===== config.mk =====
export PLATFORM = sky130hd
export DESIGN_NAME = mem_access_unit
export DESIGN_NICKNAME = d
export VERILOG_FILES = /design/src/rtl/mem_access_unit.sv
export SDC_FILE = /design/constraint.sdc
export NUM_CORES = 1
export LEC_CHECK = 0
export CORE_ASPECT_RATIO = 2
export CORE_MARGIN = 1.5
export CORE_UTILIZATION = 52
export DETAILED_ROUTE_END_ITERATION = 10
export PLACE_DENSITY = 0.95
export RECOVER_POWER = 50
export SETUP_SLACK_MARGIN = 0.2
export SLEW_MARGIN = 20
export SYNTH_ARGS = -nofsm -noshare
export SYNTH_HDL_FRONTEND = slang
export SYNTH_SLANG_ARGS = --single-unit

===== constraint.sdc =====
create_clock -name Clk -period 3.8 [get_ports Clk]
set_input_delay 0.76 -clock Clk [delete_from_list [all_inputs] [get_ports Clk]]
set_output_delay 0.76 -clock Clk [all_outputs]
set_load 0.005 [all_outputs]

===== src/rtl/mem_access_unit.sv =====
// Sub-word load/store sequencer between the multicycle datapath and word-wide memory.
// Handles alignment checks, load extraction/extension and read-modify-write for SH/SB.
module mem_access_unit #(
  parameter int MEM_LAT = 1
) (
  input  logic        Clk,
  input  logic        Reset,
  input  logic        Req,
  input  logic [2:0]  Op,
  input  logic [31:0] Addr,
  input  logic [31:0] WData,
  output logic        Ready,
  output logic        Done,
  output logic        AddrErr,
  output logic [31:0] RData,
  output logic [31:0] MemAddr,
  output logic        MemWr,
  output logic [31:0] MemWData,
  input  logic [31:0] MemRData
);

  localparam logic [2:0] OP_LW  = 3'd0;
  localparam logic [2:0] OP_LH  = 3'd1;
  localparam logic [2:0] OP_LHU = 3'd2;
  localparam logic [2:0] OP_LB  = 3'd3;
  localparam logic [2:0] OP_LBU = 3'd4;
  localparam logic [2:0] OP_SW  = 3'd5;
  localparam logic [2:0] OP_SH  = 3'd6;
  localparam logic [2:0] OP_SB  = 3'd7;

  localparam int CW = (MEM_LAT > 1) ? $clog2(MEM_LAT) : 1;

  typedef enum logic [2:0] {
    IDLE,
    READ,
    MERGE,
    WRITE,
    DONE,
    ERR
  } stateT;

  stateT          state;
  stateT          stateNext;
  logic [2:0]     opReg;
  logic [1:0]     offReg;
  logic [15:0]    wdataReg;
  logic [31:0]    wordReg;
  logic [CW-1:0]  latCnt;

  logic           misaligned;
  logic           lastRead;
  logic           opIsLoad;
  logic [7:0]     loadByte;
  logic [15:0]    loadHalf;
  logic [31:0]    loadExt;
  logic [31:0]    mergedWord;

  always_comb begin
    misaligned = 1'b0;
    case (Op)
      OP_LW, OP_SW:         misaligned = |Addr[1:0];
      OP_LH, OP_LHU, OP_SH: misaligned = Addr[0];
      default:              misaligned = 1'b0;
    endcase
  end

  assign lastRead = (latCnt == CW'(MEM_LAT - 1));
  assign opIsLoad = (opReg <= OP_LBU);

  // Lane extraction works on the live memory word so RData lands on the capture edge.
  always_comb begin
    loadByte = MemRData[{offReg, 3'b000} +: 8];
    loadHalf = offReg[1] ? MemRData[31:16] : MemRData[15:0];
    loadExt  = MemRData;
    case (opReg)
      OP_LH:   loadExt = {{16{loadHalf[15]}}, loadHalf};
      OP_LHU:  loadExt = {16'h0000, loadHalf};
      OP_LB:   loadExt = {{24{loadByte[7]}}, loadByte};
      OP_LBU:  loadExt = {24'h000000, loadByte};
      default: loadExt = MemRData;
    endcase
  end

  for (genvar gi = 0; gi < 4; gi++) begin : gLane
    logic       laneSel;
    logic [7:0] laneData;
    assign laneSel  = (opReg == OP_SB) ? (offReg == 2'(gi)) : (offReg[1] == 1'(gi / 2));
    assign laneData = (opReg == OP_SB) ? wdataReg[7:0] : wdataReg[8*(gi%2) +: 8];
    assign mergedWord[8*gi +: 8] = laneSel ? laneData : wordReg[8*gi +: 8];
  end

  always_comb begin
    stateNext = state;
    case (state)
      IDLE: begin
        if (Req) begin
          if (misaligned)        stateNext = ERR;
          else if (Op == OP_SW)  stateNext = WRITE;
          else                   stateNext = READ;
        end
      end
      READ:    if (lastRead) stateNext = opIsLoad ? DONE : MERGE;
      MERGE:   stateNext = WRITE;
      WRITE:   stateNext = DONE;
      DONE:    stateNext = IDLE;
      ERR:     stateNext = IDLE;
      default: stateNext = IDLE;
    endcase
  end

  assign Ready   = (state == IDLE);
  assign Done    = (state == DONE);
  assign AddrErr = (state == ERR);
  assign MemWr   = (state == WRITE);

  always_ff @(posedge Clk) begin
    if (Reset) begin
      state    <= IDLE;
      opReg    <= OP_LW;
      offReg   <= 2'b00;
      wdataReg <= 16'h0000;
      wordReg  <= 32'h0;
      latCnt   <= '0;
      RData    <= 32'h0;
      MemAddr  <= 32'h0;
      MemWData <= 32'h0;
    end else begin
      state <= stateNext;
      case (state)
        IDLE: begin
          if (Req) begin
            opReg    <= Op;
            offReg   <= Addr[1:0];
            wdataReg <= WData[15:0];
            MemAddr  <= {Addr[31:2], 2'b00};
            latCnt   <= '0;
            if (Op == OP_SW && !misaligned) MemWData <= WData;
          end
        end
        READ: begin
          if (lastRead) begin
            wordReg <= MemRData;
            if (opIsLoad) RData <= loadExt;
          end else begin
            latCnt <= latCnt + 1'b1;
          end
        end
        MERGE:   MemWData <= mergedWord;
        default: ;
      endcase
    end
  end

endmodule


==> results.cfg, run 1 <==
[status]
status = complete, but fails checks
violations = design-rule violations

[drt]
drc_errors = 10
avgViaCountPerCell = 6.10
drt-total-wl_um = 22800
num_vias = 7396
drtIter0Drc = 614
dr.pass1.iters = 9
drtAntennaViolNets = 0
wl_per_cell_um = 18.8

[clock_tree]
root_buffer = clkbuf_16
cts_resized = 0
cts.sinks = 150
cts.path.max_buffers = 2
cts_tree = done
postCtsSetupBuffers = 0
clock_latency_ns = 0.43
htree_levels = 4
cts_buffers = 17
clkTransAtPathRegs_ns = 0.07
holdBufCountCts = 0

[yosys]
synth_top_area_share_pct = 42.8
synth-seq-area-share_pct = 42.8
syn-cell-area_um2 = 7020
synth_async_sr_flop_share_pct = 0
synthTopCellsByArea = dfxtp_1 (43%), nand2_1 (12%), a21oi_1 (6.1%)
syn_area_per_cell_um2 = 7.86
yosysWarnings = 0
ys_ff_latch = 150
synth_edf_count = 0
synth_ff_type = dfxtp_1
synth_cell_type_count = 64
synth_cells = 893
synth_area_leader_cell = dfxtp_1

[global_route]
first_global_vias = 7144
overflow = 0
grt_first_pass_wirelength_um = 35900
antenna_found_initial = 0
grt_use_total_pct = 31.7
grt_max_degree = 62

[critical_path]
cp_cell_sequence = nor3b_1 -> clkdlybuf4s50_1
regToRegEndpoint = wordReg[12]$_SDFFE_PP0N_
worst_ep_arrival_time_ns = 1.98
worstPathRequired_ns = 3.04
slowest_delay_ns = 0.63
rrSetupSlack_ns = 1.12
ff2ff_path_depth = 4
cp-end-kind = output pin
startpoint_type = register
crit_type = reg -> out
crit_slowest_cell = dfxtp_1
r2r_start = state[2]$_SDFFE_PP0P_
path_delay_family = flip-flops
timing.critical_path.buf_inv = 1
cp_max_fo = 15

[timing]
drv_slew = 0
setup_viol_count_final = 0
max_freq_mhz = 364
tns_ns = 0
finalCritPeriodShare_pct = 72.2
holdWs_ns = 0.450
worstMarginPinSlew_ns = 1.33
clock_skew_ns = 0.0129
slew_headroom_pct = 11.1
hold_viol_final = 0
layout_min_cycle_time_ns = 2.74
rsz0062_at_grt = false

[pwr]
irDropWorstVdd_mv = 0.417
power_mw = 4.55
power_density_nw_per_um2 = 478
cellLeakagePower_nw = 3.58

[placement]
placed_area_um2 = 8920
dpl.hpwl_um = 16300
numPortBuffers = 199
gp_congestion = 0.970

[worst_hold_path]
worstHoldPathCells = 2
min_from = MemAddr[10]$_SDFFE_PP0P_
hold_end = MemAddr[10]$_SDFFE_PP0P_
min_path_type = reg -> reg

[finish]
antenna_cells = 0
fin_nets = 1150
design_area_um2 = 9520
drive_gt1_share_pct = 6.50
area_growth_syn_to_layout_pct = 35.5
multi_input_area_um2 = 3600
n_fill_cell = 917
register_area_um2 = 3000

[floorplanning]
die_x_um = 85.2
io_pins = 202
core_um2 = 13100
start_util_pct = 53.7
dieArea_um2 = 14300
num_rows = 59
die_h_um = 167

[run]
max_cap_violations = 0
registers in the layout, summed over array words and instances (netlist names):
name,count
offReg,2
wordReg,32
opReg,3
RData,32
MemWData,32
wdataReg,16
MemAddr,30
state,3
power by group:
| group | switching [mW] | internal (mW) | leakage, nW | total, mW |
|---|---|---|---|---|
| clock network | 0.799 | 0.891 | 0.292 | 1.69 |
| logic | 0.535 | 0.455 | 2.06 | 0.990 |
| registers | 0.136 | 1.73 | 1.23 | 1.87 |
layout by cell type, fill, tap and decap left out, types with 20 or more instances in the layout:
| cell type | count |
|---|---|
| nand2_1 | 227 |
| dfxtp_1 | 149 |
| clkdlybuf4s50_1 | 109 |
| dlygate4sd3_1 | 89 |
| a21oi_1 | 86 |
| nor2_1 | 52 |
| nor3_1 | 36 |
| a31oi_1 | 27 |
| a211oi_1 | 25 |
| nand3_1 | 24 |
| o21ai_0 | 20 |
worst register-to-register path: stages, from the launching register on:
cell	delay, ns
dfxtp_1	0.61
or3b_1	0.45
clkbuf_1	1.03
nand2_1	0.24
a21oi_1	0.27
kinds of logic (layout without fill, tap and decap cells):
group                      after synthesis  count (layout)  synth area share [%]
AOI/OAI and AO/OA                      222             222                  20.4
and+or+nand+nor                        403             403                  26.4
xor gates and xnor gates                 1               1                 0.125
other                                    1               2                0.0534
buffers and inverters                   89             256                  6.09
adders and majority gates                1               1                 0.143
DFF                                    150             150                  42.8
muxes                                   26              26                  4.03
stage by stage:
stage	setup slack (ns)	instances	util [%]
finish	1.06	1213	72.8
CTS	1.09	1213	72.9
global route	0.906	1213	72.8
global placement	1.03	1181	68.3
floorplan	1.87	894	-
detailed placement	0.931	1181	68.3
Yosys cell counts (2+ instances only):
master    number
nand2_1      227
dfxtp_1      150
a21oi_1       86
nor2_1        52
nor3_1        36
clkbuf_1      35
a31oi_1       27
a211oi_1      25
nand3_1       24
buf_2         23
o21ai_0       20
mux2i_1       17
nand2b_1      16
inv_1         12
nor3b_1       12
buf_4         11
a221oi_1       9
o311ai_0       9
mux2_2         8
nand3b_1       8
o21ai_1        8
o221ai_1       8
o31ai_1        8
nor4_1         7
o311ai_1       7
buf_1          3
buf_6          3
and2_1         2
and3_1         2
nor2b_1        2
nor3b_2        2
or3b_1         2
routing by layer:
metal	share of wire (%)	vias to the layer above	wire length (um)	GRT usage (%)
met5	0	-	0	0
met4	7.4	0	1680	22.8
met3	7.9	118	1810	6.85
met2	51	446	11500	55.5
met1	34	3386	7750	32.4
li1	-	3446	-	-
area by class of cell:
type                       count  share of cell area, %
sequential                   150                   31.6
clock inverter                15                   1.87
clock buffer                  17                   4.47
inverter                      13                  0.513
timing repair buffer         211                   21.8
multi-input combinational    655                   37.8
tap                          152                   2.00
worst max-delay path by stage:
stage | cells past startpoint | from | to
6_report | 2 | state[0]$_SDFFE_PP0P_ | MemWr
5_1_grt | 4 | state[2]$_SDFFE_PP0P_ | wordReg[12]$_SDFFE_PP0N_
4_1_cts | 2 | state[0]$_SDFFE_PP0P_ | MemWr
3_5_place_dp | 5 | Req | MemWData[15]$_SDFFE_PP0P_
3_3_place_gp | 5 | Req | MemWData[24]$_SDFFE_PP0P_
2_1_floorplan | 5 | Op[1] | MemWData[16]$_SDFFE_PP0P_
No activity file was read; power rests on OpenSTA's default activity.
==> run 2, diff against run 1 <==
--- a/config.mk
+++ b/config.mk
@@ -7,9 +7,9 @@
 export LEC_CHECK = 0
 export CORE_ASPECT_RATIO = 2
 export CORE_MARGIN = 1.5
-export CORE_UTILIZATION = 52
+export CORE_UTILIZATION = 43
 export DETAILED_ROUTE_END_ITERATION = 10
-export PLACE_DENSITY = 0.95
+export PLACE_DENSITY = 0.86
 export RECOVER_POWER = 50
 export SETUP_SLACK_MARGIN = 0.2
 export SLEW_MARGIN = 20
==> constraint.sdc (replaced) <==
create_clock -name Clk -period 2.3 [get_ports Clk]
set_input_delay 0.46 -clock Clk [delete_from_list [all_inputs] [get_ports Clk]]
set_output_delay 0.46 -clock Clk [all_outputs]
set_load 0.005 [all_outputs]
==> run 2 against run 1 <==
  * The flow now finishes without violations
  * Power is 69% higher
  * Critical path depth is 4 higher
  * Register-to-register slack worse by 0.88 ns
  * Combinational power is 85% higher
  * Routed wire length is 5.3% higher
  * Sequential power is 64% higher
  * Via count is 0.59% higher
  * Die area is 20% higher
  * Core utilization is 10 points lower
  * Final cell count is 7.1% higher
  * Worst setup slack worse by 0.90 ns
  * Critical path type is now in -> reg
  * Highest routed layer unchanged
==> results.cfg, run 2 (synthesized netlist as in run 1, its figures left out) <==
[global_route]
antenna_found_initial = 0
overflow = 0
grt_first_pass_wirelength_um = 37900
grt_max_degree = 65
first_global_vias = 7522
grt_use_total_pct = 28.4

[critical_path]
crit_type = in -> reg
ff2ff_path_depth = 5
worstPathRequired_ns = 2.58
worst_ep_arrival_time_ns = 2.42
cp-end-kind = register
startpoint_type = primary input
cp_max_fo = 20

[drt]
drtAntennaViolNets = 0
drt-met1-wl_um = 8140
wl_per_cell_um = 18.5
wl_met3_um = 1650
avgViaCountPerCell = 5.73
highest_layer = met4
drc_errors = 0
routed-wl-met2_um = 12400
drtIter0Drc = 480
num_vias = 7440
dr.pass1.iters = 8
drt-total-wl_um = 24000

[clock_tree]
root_buffer = clkbuf_16
holdBufCountCts = 0
cts.path.max_buffers = 2
clkTransAtPathRegs_ns = 0.07
cts.sinks = 150
clock_latency_ns = 0.43
htree_levels = 4
cts_tree = done
cts_buffers = 17

[floorplanning]
dieArea_um2 = 17200
io_pins = 202
die_h_um = 184
die_x_um = 93.4
start_util_pct = 44.3
core_um2 = 15900
num_rows = 65

[finish]
top_regs = MemWData (32), RData (32), wordReg (32)
fin_nets = 1187
layout_common_cells = nand2_1 (227), clkdlybuf4s50_1 (157), dfxtp_1 (146)
drive_gt1_share_pct = 10.3
area_growth_syn_to_layout_pct = 41.7
antenna_cells = 0
final_common_cell = nand2_1
final_cells = 1299

[placement]
dpl.hpwl_um = 17800
numPortBuffers = 199
place_ws_ns = -0.124
gp_congestion = 1.01
dpl.cell_count = 1266

[timing]
worstMarginPinSlew_ns = 0.680
layout_min_cycle_time_ns = 2.14
setup_viol_count_final = 0
max_freq_mhz = 467
hold_viol_final = 0
drv_slew = 0
rsz0062_at_grt = true
clock_skew_ns = 0.0150
slew_headroom_pct = 54.7
worst_slack_ns = 0.157
finalCritPeriodShare_pct = 93.2

[pwr]
p_sw_mw = 2.46
intPower_mw = 5.22
pwr-share-comb_pct = 23.8
p_sw_share_pct = 32.0
power_density_nw_per_um2 = 772
p_clk_share_pct = 36.2
p_seq_share_pct = 40.0
irDropWorstVdd_mv = 0.686
cellLeakagePower_nw = 3.62

[status]
status = finished, final reports clean

[worst_hold_path]
worstHoldPathCells = 2
min_path_type = reg -> reg

[run]
max_cap_violations = 0
## run 2: cell count changes in the layout (fill, tap and decap cells not counted), sizes merged
cell,change
buf,+32
clkbuf,+5
clkdlybuf4s50,+48
dlygate4sd3,-48
## run 2: timing repair
action	4_1_cts	5_1_grt
gates resized for setup	8	6
buffers inserted	0	1
hold endpoints to repair	0	0
setup endpoints to repair	4	15
pin swaps	0	0
## run 2: path summary, 6_finish.rpt
check / start / to / slack [ns]
setup / recovery: Req / wdataReg[0]$_SDFFE_PP0P_ / 0.16
hold / removal: MemAddr[17]$_SDFFE_PP0P_ / MemAddr[17]$_SDFFE_PP0P_ / 0.45
setup reg to reg: state[2]$_SDFFE_PP0P_ / wordReg[2]$_SDFFE_PP0N_ / 0.24
hold reg to reg: MemAddr[17]$_SDFFE_PP0P_ / MemAddr[17]$_SDFFE_PP0P_ / 0.45
## run 2: layout make-up
cell class              instances  area, um2
repair buffers                248       2400
flip-flops and latches        150       3020
fillers                      1364       5910
inverters                      13       51.3
well taps                     201        251
clock buffers                  17        425
multi-input cells             655       3620
clock inverters                15        178
## run 2: power groups by stage
stage	clock network [mW]	registers [mW]	logic (mW)
6_report	2.78	3.07	1.83
5_1_grt	2.94	3.10	1.99
4_1_cts	2.81	3.07	1.86
3_5_place_dp	0	3.13	1.84
3_3_place_gp	0	3.11	1.80
2_1_floorplan	0	3.06	0.977
## run 2: stage by stage
| stage | hold WS, ns | total power, mW | setup TNS, ns | cell area [um2] | utilization, % |
|---|---|---|---|---|---|
| 5_1_grt | 0.457 | 8.03 | 0 | 9950 | 62.7 |
| 2_1_floorplan | 0.434 | 4.03 | 0 | 7030 | - |
| 3_5_place_dp | 0.446 | 4.96 | -0.630 | 9330 | 58.8 |
| 6_report | 0.449 | 7.68 | 0 | 9950 | 62.7 |
| 3_3_place_gp | 0.440 | 4.92 | -0.291 | 9330 | 58.8 |
| 4_1_cts | 0.440 | 7.73 | 0 | 9950 | 62.7 |
## run 2: worst max-delay path: stages
cell and delay, ns:
dlygate4sd3_1 0.54, clkbuf_1 0.35, nand2_1 0.45, clkbuf_4 0.40, nand2_1 0.12, a21oi_1 0.08
## run 2: routing by layer
layer  track usage (%)  vias to the layer above
met5                 0                        -
li1                  -                     3512
met2              49.4                      359
met4              22.0                        0
met1              28.3                     3463
met3              6.53                      106
==> run 3, diff against run 2 <==
--- a/config.mk
+++ b/config.mk
@@ -7,9 +7,10 @@
 export LEC_CHECK = 0
 export CORE_ASPECT_RATIO = 2
 export CORE_MARGIN = 1.5
-export CORE_UTILIZATION = 43
+export CORE_UTILIZATION = 45
+export CTS_BUF_LIST = sky130_fd_sc_hd__clkbuf_8
 export DETAILED_ROUTE_END_ITERATION = 10
-export PLACE_DENSITY = 0.86
+export PLACE_DENSITY = 0.89
 export RECOVER_POWER = 50
 export SETUP_SLACK_MARGIN = 0.2
 export SLEW_MARGIN = 20
==> run 3 against run 2 <==
  * Sequential power about the same
  * Critical endpoint is now wordReg[4]$_SDFFE_PP0N_
  * Power decreased by 9.3%
  * Flip-flop and latch count unchanged
  * First-iteration DRC count increased by 6.5%
  * Largest power group unchanged
  * Clock skew about the same
  * Count of clock-buffer cells in the layout unchanged
  * Routed wire length decreased by 0.99%
  * Core utilization increased by 1.2 points
  * Final cell count decreased by 0.23%
==> results.cfg, run 3 (synthesized netlist as in run 1, its figures left out) <==
[pwr]
power_density_nw_per_um2 = 712
cellLeakagePower_nw = 3.54
irDropWorstVdd_mv = 0.408

[worst_hold_path]
min_path_type = in -> reg
worstHoldPathCells = 2
min_from = Reset
hold_end = wdataReg[0]$_SDFFE_PP0P_

[timing]
rsz0062_at_grt = true
slew_headroom_pct = 34.0
setup_viol_count_final = 0
finalCritPeriodShare_pct = 91.4
max_freq_mhz = 475
tns_ns = 0
worstMarginPinSlew_ns = 0.984
clock_skew_ns = 0.0154
layout_min_cycle_time_ns = 2.10
holdWs_ns = 0.420
hold_viol_final = 0
drv_slew = 0

[global_route]
grt_max_degree = 47
first_global_vias = 7298
grt_use_total_pct = 28.6
antenna_found_initial = 1
overflow = 0
grt_first_pass_wirelength_um = 37100

[clock_tree]
root_buffer = clkbuf_8
cts_buffers = 17
cts_tree = done
holdBufCountCts = 0
clock_latency_ns = 0.47
clkTransAtPathRegs_ns = 0.09
htree_levels = 4
cts.path.max_buffers = 2
cts.sinks = 150

[placement]
dpl.cell_count = 1260
numPortBuffers = 199
gp_congestion = 0.948
dpl.hpwl_um = 17500
placed_area_um2 = 9310

[floorplanning]
io_pins = 202
num_rows = 64
dieArea_um2 = 16400
die_h_um = 180
start_util_pct = 45.9
die_x_um = 91.3
core_um2 = 15300

[critical_path]
startpoint_type = register
r2r_start = state[2]$_SDFFE_PP0P_
regToRegEndpoint = wordReg[4]$_SDFFE_PP0N_
worstPathRequired_ns = 2.69
ff2ff_path_depth = 5
rrSetupSlack_ns = 0.20
cp-end-kind = register
cp_max_fo = 32
worst_ep_arrival_time_ns = 2.50
crit_type = reg -> reg

[finish]
design_area_um2 = 9770
final_cells = 1296
layout_common_cells = nand2_1 (227), clkdlybuf4s50_1 (157), dfxtp_1 (146)
top_regs = MemWData (32), RData (32), wordReg (32)
drive_gt1_share_pct = 10.5
final_common_cell = nand2_1
fin_nets = 1186
area_growth_syn_to_layout_pct = 39.2

[drt]
num_vias = 7483
drtAntennaViolNets = 0
drc_errors = 0
avgViaCountPerCell = 5.77
wl_per_cell_um = 18.3
dr.pass1.iters = 6
drtIter0Drc = 511
drt-total-wl_um = 23700

[status]
status = finished, final reports clean

[run]
max_cap_violations = 0
-- run 3: cell type report --
| type | instances | area, um2 |
|---|---|---|
| fill | 1313 | 5520 |
| multi-input combinational | 656 | 3640 |
| sequential | 150 | 3020 |
| timing repair buffer | 246 | 2420 |
| tap | 198 | 248 |
| clock buffer | 17 | 234 |
| clock inverter | 15 | 163 |
| inverter | 13 | 51.3 |
| antenna | 1 | 2.50 |
-- run 3: how the worst max path moves through the flow --
stage	startpoint	to	cells past startpoint
3_3_place_gp	Addr[1]	MemWData[22]$_SDFFE_PP0P_	6
5_1_grt	state[2]$_SDFFE_PP0P_	wordReg[18]$_SDFFE_PP0N_	5
3_5_place_dp	Addr[1]	MemWData[23]$_SDFFE_PP0P_	6
4_1_cts	state[1]$_SDFFE_PP0P_	AddrErr	3
6_report	state[2]$_SDFFE_PP0P_	wordReg[4]$_SDFFE_PP0N_	5
2_1_floorplan	state[1]$_SDFFE_PP0P_	RData[16]$_SDFFE_PP0P_	6
-- run 3: worst max-delay path, stage by stage (launching register included) --
cell and delay (ns):
dfxtp_4 0.40, buf_4 0.17, or3b_1 0.52, clkbuf_2 0.62, nand2_1 0.13, a21oi_1 0.19
-- run 3: where the power goes --
| group | switching (mW) | total (mW) | internal (mW) |
|---|---|---|---|
| Combinational | 0.946 | 1.85 | 0.902 |
| Sequential | 0.207 | 3.07 | 2.86 |
| Clock | 1.14 | 2.05 | 0.904 |
-- run 3: timing repair --
item / in CTS / in global routing
pin swaps: 0 / 2
cloned: 0 / 1
setup buffers: 1 / 1
resized for setup: 9 / 8
setup endpoints to repair: 4 / 10
-- run 3: metrics by stage --
| stage | setup slack, ns | power (mW) | util [%] |
|---|---|---|---|
| floorplan | 0.638 | 4.03 | - |
| global placement | -0.0561 | 4.91 | 60.9 |
| detailed placement | -0.117 | 4.95 | 60.9 |
| CTS | 0.190 | 6.98 | 63.7 |
| global route | 0.136 | 7.30 | 63.9 |
| finish | 0.197 | 6.96 | 63.9 |
-- run 3: per-layer routing --
| layer | share of wire (%) | vias up | GRT usage (%) |
|---|---|---|---|
| met5 | 0 | - | 0 |
| met4 | 8.1 | 0 | 20.8 |
| met3 | 6.8 | 128 | 5.84 |
| met2 | 51 | 428 | 50.6 |
| met1 | 34 | 3418 | 29.2 |
| li1 | - | 3509 | - |
